**src/rtl/fifo_ctrl.sv**
```systemverilog
// Synchronous FIFO controller for an external dual-port RAM (port A writes, port B reads).
// A show-ahead output stage hides the RAM's registered read latency from the consumer.
module fifo_ctrl #(
    parameter int DATA = 8,
    parameter int ADDR = 4
) (
    input  logic              clK,
    input  logic              rst_N,
    input  logic              wr_VALID,
    output logic              wr_READY,
    input  logic [DATA-1:0]   wr_DATA,
    output logic              rd_VALID,
    input  logic              rd_READY,
    output logic [DATA-1:0]   rd_DATA,
    output logic [ADDR:0]     count,
    output logic              ram_a_WR,
    output logic [ADDR-1:0]   ram_a_ADDR,
    output logic [DATA-1:0]   ram_a_data_IN,
    output logic              ram_b_WR,
    output logic [ADDR-1:0]   ram_b_ADDR,
    input  logic [DATA-1:0]   ram_b_data_OUT
);

    typedef enum logic [1:0] {
        IDLE = 2'd0,
        LAND = 2'd1,
        HOLD = 2'd2
    } state_t;

    localparam logic [ADDR:0] DEPTH_C   = {1'b1, {ADDR{1'b0}}};
    localparam logic [ADDR:0] PTR_ONE_C = {{ADDR{1'b0}}, 1'b1};
    localparam logic [ADDR:0] ZERO_C    = {(ADDR+1){1'b0}};

    state_t            state_r;
    state_t            state_nxt_s;
    logic [ADDR:0]     wptr_r;
    logic [ADDR:0]     rptr_r;
    logic [DATA-1:0]   hold_r;
    logic [DATA-1:0]   hold_nxt_s;
    logic              live_r;
    logic [ADDR:0]     ram_cnt_s;
    logic              wr_ready_s;
    logic              rd_valid_s;
    logic              push_s;
    logic              pop_s;
    logic              fetch_s;

    // Occupancy and handshake qualifiers; the pointer MSB separates full from empty.
    always_comb begin
        ram_cnt_s  = wptr_r - rptr_r;
        wr_ready_s = live_r & (ram_cnt_s != DEPTH_C);
        rd_valid_s = (state_r != IDLE);
        push_s     = wr_VALID & wr_ready_s;
        pop_s      = rd_valid_s & rd_READY;
        fetch_s    = (ram_cnt_s != ZERO_C) & ((state_r == IDLE) | pop_s);
    end

    // Output-stage next state: a fetch always lands; unpopped landed data parks in hold_r.
    always_comb begin
        state_nxt_s = IDLE;
        hold_nxt_s  = hold_r;
        if (fetch_s) begin
            state_nxt_s = LAND;
        end else begin
            case (state_r)
                LAND: begin
                    if (!pop_s) begin
                        state_nxt_s = HOLD;
                        hold_nxt_s  = ram_b_data_OUT;
                    end else begin
                        state_nxt_s = IDLE;
                    end
                end
                HOLD: begin
                    if (!pop_s) begin
                        state_nxt_s = HOLD;
                    end else begin
                        state_nxt_s = IDLE;
                    end
                end
                default: state_nxt_s = IDLE;
            endcase
        end
    end

    // Read data mux: RAM output is only valid on the cycle right after the fetch.
    always_comb begin
        rd_DATA = {DATA{1'b0}};
        case (state_r)
            LAND:    rd_DATA = ram_b_data_OUT;
            HOLD:    rd_DATA = hold_r;
            default: rd_DATA = {DATA{1'b0}};
        endcase
    end

    assign wr_READY      = wr_ready_s;
    assign rd_VALID      = rd_valid_s;
    assign count         = ram_cnt_s + {{ADDR{1'b0}}, rd_valid_s};
    assign ram_a_WR      = push_s;
    assign ram_a_ADDR    = wptr_r[ADDR-1:0];
    assign ram_a_data_IN = wr_DATA;
    assign ram_b_WR      = 1'b0;
    assign ram_b_ADDR    = rptr_r[ADDR-1:0];

    // Pointer, output-stage and post-reset enable registers.
    always_ff @(posedge clK or negedge rst_N) begin
        if (!rst_N) begin
            wptr_r  <= ZERO_C;
            rptr_r  <= ZERO_C;
            state_r <= IDLE;
            hold_r  <= {DATA{1'b0}};
            live_r  <= 1'b0;
        end else begin
            live_r  <= 1'b1;
            state_r <= state_nxt_s;
            hold_r  <= hold_nxt_s;
            if (push_s) begin
                wptr_r <= wptr_r + PTR_ONE_C;
            end
            if (fetch_s) begin
                rptr_r <= rptr_r + PTR_ONE_C;
            end
        end
    end

endmodule
```
**config.mk**
```make
export PLATFORM = sky130hd
export DESIGN_NAME = fifo_ctrl
export DESIGN_NICKNAME = d
export VERILOG_FILES = /design/src/rtl/fifo_ctrl.sv
export SDC_FILE = /design/constraint.sdc
export NUM_CORES = 1
export LEC_CHECK = 0
export CAP_MARGIN = 10
export CORE_AREA = 2 2 52 78
export CTS_CLUSTER_DIAMETER = 80
export CTS_CLUSTER_SIZE = 8
export DETAILED_ROUTE_END_ITERATION = 7
export DIE_AREA = 0 0 54 80
export PLACE_DENSITY = 0.85
export SYNTH_ARGS = -nofsm -noshare
export SYNTH_HDL_FRONTEND = slang
export SYNTH_SLANG_ARGS = --single-unit
```
**constraint.sdc**
```tcl
create_clock -name clK -period 5.7 [get_ports clK]
set_input_delay 1.71 -clock clK [delete_from_list [all_inputs] [get_ports clK]]
set_output_delay 1.71 -clock clK [all_outputs]
set_load 0.01 [all_outputs]
```
* Word-level counts from Yosys, hierarchy flattened
Cells that the tools add are included.
** Storage, ports and cells
- Bits in registers :: 21
- Input port bits :: 20
- Output and inout port bits :: 33
- Word-level logic and storage cells :: 28
** Cells by class
- Add/sub/neg operators :: 4
- Equal/unequal tests :: 3
- Multiplexer cells :: 4
- Bitwise gates (word level) :: 7
- Reductions and logical operators :: 5
** Operators by type and width (count)
- $pmux W8 S2 :: 1
- $add A5 B1 Y5 const B :: 2
- $mux W2 :: 3
- $add A5 B1 Y5 :: 1
- $ne A5 B5 Y1 const B :: 1
- $reduce_bool A5 Y1 :: 1
- $sub A5 B5 Y5 :: 1
- $and A1 B1 Y1 :: 4
- $reduce_and A3 Y1 :: 1
- $eq A2 B1 Y1 const B :: 1
- $eq A2 B2 Y1 const B :: 1
- $logic_not A2 Y1 :: 1
- $not A1 Y1 :: 2
- $reduce_bool A2 Y1 :: 1
- $reduce_or A2 Y1 :: 1
- $or A1 B1 Y1 :: 1

* Logic depth before layout (Yosys ltp)
- Depth in word-level cells :: 6
- Depth in mapped cells :: 10
- Gate-level depth less buffers :: 8

* Worst setup path before layout
No wires, ideal clock.
- Kind :: reg-to-output
- From :: register wptr_r[0]
- To :: output wr_READY
- Arrival :: 2136 ps
- Setup slack :: 1854 ps
- Cell stages (with the launch flop) :: 10
- Buffers on the path :: 2
- Path through :: dfrtp_1 inv_1 ha_1 fa_1 xnor2_2 a211oi_1 or2_1 buf_4 buf_4 a21boi_1
** Between the ends
- Word-level cells in the longest chain between the ends :: 3
** Ends and longest elaborated chain
- start, declared :: RTL line 36 : logic [ADDR:0] wptr_r;
- start signal, assigned :: RTL line 118 : wptr_r <= wptr_r + PTR_ONE_C;
- $sub A5 B5 Y5 :: RTL line 50 : ram_cnt_s = wptr_r - rptr_r;
- $ne A5 B5 Y1 :: RTL line 51 : wr_ready_s = live_r & (ram_cnt_s != DEPTH_C);
- $and A1 B1 Y1 :: RTL line 51
- end, declared :: RTL line 10 : output logic wr_READY,
Every way passes these cells.

* Worst setup path in the final report
- From :: register wptr_r[0]
- To :: output ram_a_WR
** Between the ends
- Word-level cells in the longest chain between the ends :: 4
** Ends and longest elaborated chain
- $sub A5 B5 Y5 :: RTL line 50
- $ne A5 B5 Y1 :: RTL line 51
- $and A1 B1 Y1 :: RTL line 51
- $and A1 B1 Y1 :: RTL line 53 : push_s = wr_VALID & wr_ready_s;
- end, declared :: RTL line 16 : output logic ram_a_WR,
Every way passes these cells.

==> summary.md <==
| Metric | Value |
|---|---|
| Status | complete, no violations |
| N_diodes | 0 |
| Grt total ovfl | 0 |
| TNS Setup | 0 ns |
| Tmin final | roughly 4.9 ns |
| Core ar. | 3650 um^2 |
| Post-synth top area share | 29.4% |
| Final setup violation count | 0 |
| Post-CTS Setup Inserts | 0 |
| Placed Area | ~2000 um^2 |
| Non-Filler Instances | between 200 and 300 |
| Cells after DPL | 250 |
| Area of the multi-input gates | around 1000 um^2 |
| Kind of cell adding the most delay to the critical path | buffers and inverters |
| Count leader, synth | dfrtp_1 |
| Max FO, Critical Path | 16 |
| Wirelength per Cell | 15.7 um |
| Mapped Avg Cell Area | between 8 and 9 um^2 |
| Post-synth EDFFs | 0 |
| CTS Hold Buffers Added | 0 |
| Clock Tree Buf Depth | 2 |
| Post-synth top area cell | dfrtp_1 |
| Highest clock rate | between 200 and 250 MHz |
| 1st-pass router iterations | 4 |
| H-tree Lvls | 1 |
| Least-Margin Pin Slew | 0.963 ns |
| Final Instance Area | 2070 um^2 |
| Clk_skew | ~0.0038 ns |
| Crit. End Element | output port |
| Initial antenna violation count | 0 |
| Final GP Congestion | just over 0.8 |
| # nets final | between 200 and 250 |
| Hold Path Class | reg2reg |
| Max_cap viols | 0 |
| Die Area | about 4300 um^2 |
| WP buf/inv | 2 |
| Syn_nets | 231 |
| Top post-synthesis cells by count | dfrtp_1, buf_4, nand3_1 |
| Sequential area share after synthesis | between 20% and 30% |
| Synth Cell Area | approximately 1800 um^2 |
| Clk sinks | 21 |
| Die X-Extent | between 50 and 60 um |
| # DRC | 0 |
| Total number of vias | 1536 |
| Crit path required time | roughly 4.0 ns |
| Number of global-route vias before repair | ~1.4k |
| CP peak stage delay | slightly below 0.6 ns |
| Fillcell total | ~340 |
| Final HPWL DP | about 2.9 mm |
| Hold Fails Final Rpt | 0 |
| Post-Synthesis Cells | slightly below 200 |
| Worst Setup Slack post-DPL | approximately 0.92 ns |
| TritonCTS buffer count | 3 |
| Resized cells post-CTS | 0 |
| CTS tree | built |
| Layout area overhead | 15.6% |
| Post-synth cell types | 34 |
| Slowest CP cell | clkdlybuf4s50_1 |
| Worst setup margin | roughly 0.83 ns |
| First-pass GRT wire length | 6.35 mm |
| Tcrit/Tclk final | 85.5% |
| Root Driver | clkbuf_8 |
| Synthesis-stage register bit count | 21 |
| RSZ-0062 raised after global routing | no |
| Die extent in y | 80 um |
| Most used flip-flop cell after synthesis | dfrtp_1 |
| Critical path launch point type | flip-flop |
| Worst slew margin | between 30 and 40% |
| Vias per cell | 6.05 |
| CTS clk-pin slew, worst paths | approximately 0.080 ns |
| Slew Limit Fails | 0 |
| Ys async rst share | 100% |
| YS warnings | 0 |
| Final ANT Viol Nets | 0 |
| Ratio of cells with drive above 1 in the final layout | 5.69% |
| Sequential cell area | between 500 and 600 um^2 |
| Final wirelength | ~4 mm |
| Row cnt | 27 |
| Number of DRC markers after the initial detailed-route iteration | around 50 |
| Crit path DAT | roughly 3.2 ns |
| Largest net degree at the start of global routing | 33 |
| Gr usage total | a little under 20% |
| I/O pin cnt | 53 |
| WS Path Type | reg2out |
| Largest cells by area after synthesis | dfrtp_1, buf_4, ha_1 |
| Port bufs | 35 |
| Worst skew pair latency | around 0.26 ns |
| Initial Utilization | about half |
| Crit path cell chain | inv_1 -> ha_1 -> fa_1 -> xnor2_2 -> a211oi_1 -> or2_1 -> a21oi_2 -> clkdlybuf4s50_1 |
[cell type report]
class | instances | area share, %
clock buffers | 4 | 2.18
inverters | 10 | 1.82
multi-input cells | 140 | 50.7
flip-flops and latches | 21 | 25.4
well taps | 43 | 2.60
repair buffers | 36 | 17.3
[final timing paths]
kind                       cells after the start                  start                     to  slack, ns
setup / recovery                               8  wptr_r[0]$_DFFE_PN0P_               ram_a_WR       0.83
hold / removal                                 1  rptr_r[4]$_DFFE_PN0P_  rptr_r[4]$_DFFE_PN0P_       0.51
setup reg to reg                               8  wptr_r[0]$_DFFE_PN0P_  wptr_r[1]$_DFFE_PN0P_       2.89
hold reg to reg                                1  rptr_r[4]$_DFFE_PN0P_  rptr_r[4]$_DFFE_PN0P_       0.51
max in group asynchronous                      1                  rst_N  hold_r[1]$_DFFE_PN0P_       3.14
min in group asynchronous                      1                  rst_N  hold_r[2]$_DFFE_PN0P_       1.98
[placed cells by master, fill, tap and decap left out, drive strengths merged]
master	Yosys	routed
nand4	2	2
a211oi	1	1
xnor2	9	9
dfrtp	21	21
xor2	7	7
and4	1	1
nor4b	1	1
nand3	19	19
nor2b	16	16
or2	2	2
a311oi	8	8
clkinv	1	1
and3	18	18
fa	1	1
a21boi	2	2
buf	20	1
nand2	4	4
inv	9	9
clkbuf	8	4
o211ai	8	8
a21o	1	1
ha	11	11
nand3b	2	2
o2111ai	2	2
nand2b	1	1
nor2	4	4
a22oi	8	8
mux2	2	2
conb	2	2
clkdlybuf4s50	0	35
a21oi	8	8
[cell families (layout without fill, tap and decap cells)]
kind of cell	after synthesis	after routing	share of synthesized area (%)
and+or+nand+nor	70	70	22.8
AOI/OAI and AO/OA	38	38	16.2
buffers and inverters	38	50	12.0
DFF	21	21	29.4
xor gates and xnor gates	16	16	8.68
adders and majority gates	12	12	8.82
other	2	2	0.420
muxes	2	2	1.68
[registers in the layout, summed over array words and instances (netlist names)]
register and count:
hold_r 8, live_r 1, rptr_r 5, state_r 2
wptr_r 5
[per-stage QoR]
stage | hold WS (ns) | utilization, %
after floorplan | 0.460 | -
final | 0.512 | 56.7
after detailed placement | 0.479 | 55.4
after global placement | 0.475 | 55.4
after CTS | 0.501 | 56.7
after global routing | 0.532 | 56.7
[metal layers]
metal  routed length [um]  track usage [%]  up-vias
li1                     -                -      724
met1                 1690             24.2      751
met2                 2040             33.0       59
met3                  245             2.81        2
met4                   24             8.25        0
met5                    0                0        -
Power is not shown: default switching activity piles up to over one toggle a cycle in this logic, so the estimate is an artifact.
==> patch (same flow settings) <==
The parameter `DATA` goes from 8 to 9.
--- a/src/rtl/fifo_ctrl.sv
+++ b/src/rtl/fifo_ctrl.sv
@@ -3,3 +3,3 @@
 module fifo_ctrl #(
-    parameter int DATA = 8,
+    parameter int DATA = 9,
     parameter int ADDR = 4
Ports: changed (resized ram_a_data_IN, ram_b_data_OUT, rd_DATA and wr_DATA); port bits go from 53 to 57. The function was not compared with the original's and may differ.
==> patch against the original RTL <==
Die area stayed put. Final cell count is 3.5% higher. Sequential cell count rose by 1. Area after synthesis up 4.3%. Via count is 3.5% higher. Final area grew 3.8%. Count of clock-buffer cells in the layout is 1 lower. Core utilization grew 2.1 points. Worst setup slack worse by 0.010 ns. Routed wire length decreased by 1.5%. Synthesized cell count grew 5.0%. Critical endpoint is now wr_READY.
==> patch: results (changes against the original RTL) <==
| Metric | Value |
|---|---|
| Run status | completed |
| Top cells by area, synth | dfrtp_1, ha_1, buf_4 |
| Gr usage total | 0.191 (-0.00506) |
| Post-synth net total | 243 (+5.2%) |
| Hold Crit Start | wptr_r[4] |
| R2r endpoint | hold_r[0] |
| Biggest regs | hold_r (9), rptr_r (5), wptr_r (5) |
| IO buf count | 37 (+5.7%) |
| WHS | 0.529 ns (+0.0164 ns) |
| Fillers | 318 (-5.1%) |
| Vias in the first global route | 1412 (+3.6%) |
| Static Leak | 0.918 nW |
| Hold EP | wptr_r[4] |
| Final-report max-slew violation count | 0 (unchanged) |
| Vias | 1589 (+3.5%) |
| Largest register FFs | 9 (+1) |
| Bufs on Longest Clock Path | 2 (unchanged) |
| Max-slew headroom | 0.238 (-0.119) |
| WP data arrival | 3.17 ns (about the same) |
| Clock Skew | 0.00197 ns (-0.00179 ns) |
| Top fanout value on the critical path | 12 (-4) |
| Final WL | 3.94 mm (-1.5%) |
| Post-synth cell types | 41 (+21%) |
| DP HPWL | 2.81 mm (-1.8%) |
| Gpl congestion | 0.793 (-3.0%) |
| Total Nets Final | 256 (+4.9%) |
| Register area share after synthesis | 0.295 (+0.00119) |
| Commonest cells post-synth | dfrtp_1, buf_4, inv_1, and3_1, nand3_1 |
| N_diodes | 0 (unchanged) |
| Worst Hold Class | reg2reg |
| Max VDD drop | 0.000646 V |
| R2R Setup Slk | 2.85 ns (-0.04 ns) |
| Largest net degree at the start of global routing | 37 (+12%) |
| Post-DP Area | 0.00210 sq mm (+4.0%) |
| First-pass GRT wire length | 6.27 mm (-1.3%) |
| Clock transition at path regs | 0.07 ns |
| Share of cells above drive strength 1 | 0.0591 (+0.00222) |
| Reg2reg start | wptr_r[0] |
| Reg2reg path depth | 8 (unchanged) |
| Detailed Route Iter0 Violations | 75 (+47%) |
==> patch: cell count changes in the layout (fill, tap and decap cells not counted), moves of 8 or more <==
cell,unedited run,this run
a31oi_1,0,9
nor3_1,0,9
o21ai_0,0,9
a311oi_1,8,0
inv_1,9,18
a311o_1,0,9
==> patch: per-stage QoR <==
stage / worst slack [ns] / std cells / utilization
5_1_grt: 0.587 / 263 / 0.588
6_report: 0.815 / 263 / 0.588
3_3_place_gp: 0.933 / 260 / 0.576
2_1_floorplan: 1.89 / 209 / -
3_5_place_dp: 0.924 / 260 / 0.576
4_1_cts: 0.783 / 263 / 0.588
==> patch: kinds of logic (layout without fill, tap and decap cells) <==
logic type | Yosys count | in the layout | share of synthesized area
simple gates | 57 | 57 | 0.178
mux | 2 | 2 | 0.0121
fa+ha+maj | 12 | 12 | 0.0845
flops | 22 | 22 | 0.295
other cells | 2 | 2 | 0.00403
compound gates | 50 | 50 | 0.195
xor+xnor | 16 | 16 | 0.0932
buf+inv | 48 | 59 | 0.138
==> patch: critical path: stages, from the launching register on <==
cell and delay [ns]:
dfrtp_1 0.39, inv_1 0.09, ha_1 0.22, fa_1 0.42, nand2b_1 0.18, a21oi_2 0.27, xnor2_1 0.53, a21boi_0 0.25
clkdlybuf4s50_1 0.55
==> patch: worst max-delay path by stage <==
| stage | startpoint | endpoint | cells after the start |
|---|---|---|---|
| after floorplan | wptr_r[0] | wr_READY | 8 |
| after global placement | wr_VALID | ram_a_WR | 4 |
| after detailed placement | wr_VALID | ram_a_WR | 4 |
| after CTS | wptr_r[0] | wr_READY | 8 |
| after global routing | wptr_r[0] | wr_READY | 8 |
| final | wptr_r[0] | wr_READY | 8 |
==> patch: final cells by class <==
cell class | instances | area (sq um) | share of cell area
Multi-Input combinational cell | 139 | 1060 | 0.493
Sequential cell | 22 | 551 | 0.257
Timing Repair Buffer | 37 | 370 | 0.173
Inverter | 19 | 71.3 | 0.0333
Tap cell | 43 | 53.8 | 0.0251
Clock buffer | 3 | 41.3 | 0.0193
==> patch: layer usage <==
metal,vias up,global-route usage,wire length (microns)
met1,760,0.232,1570
met5,-,0,0
met4,0,0.0700,42
li1,746,-,-
met3,4,0.0262,353
met2,79,0.332,1980
==> patch: where the power goes <==
part           leakage, nW  internal, W  total [W]  switching, W
Clock               0.0216    0.0000470  0.0000926     0.0000455
Combinational        0.653     0.000606    0.00128      0.000671
Sequential           0.243     0.000223   0.000298     0.0000754
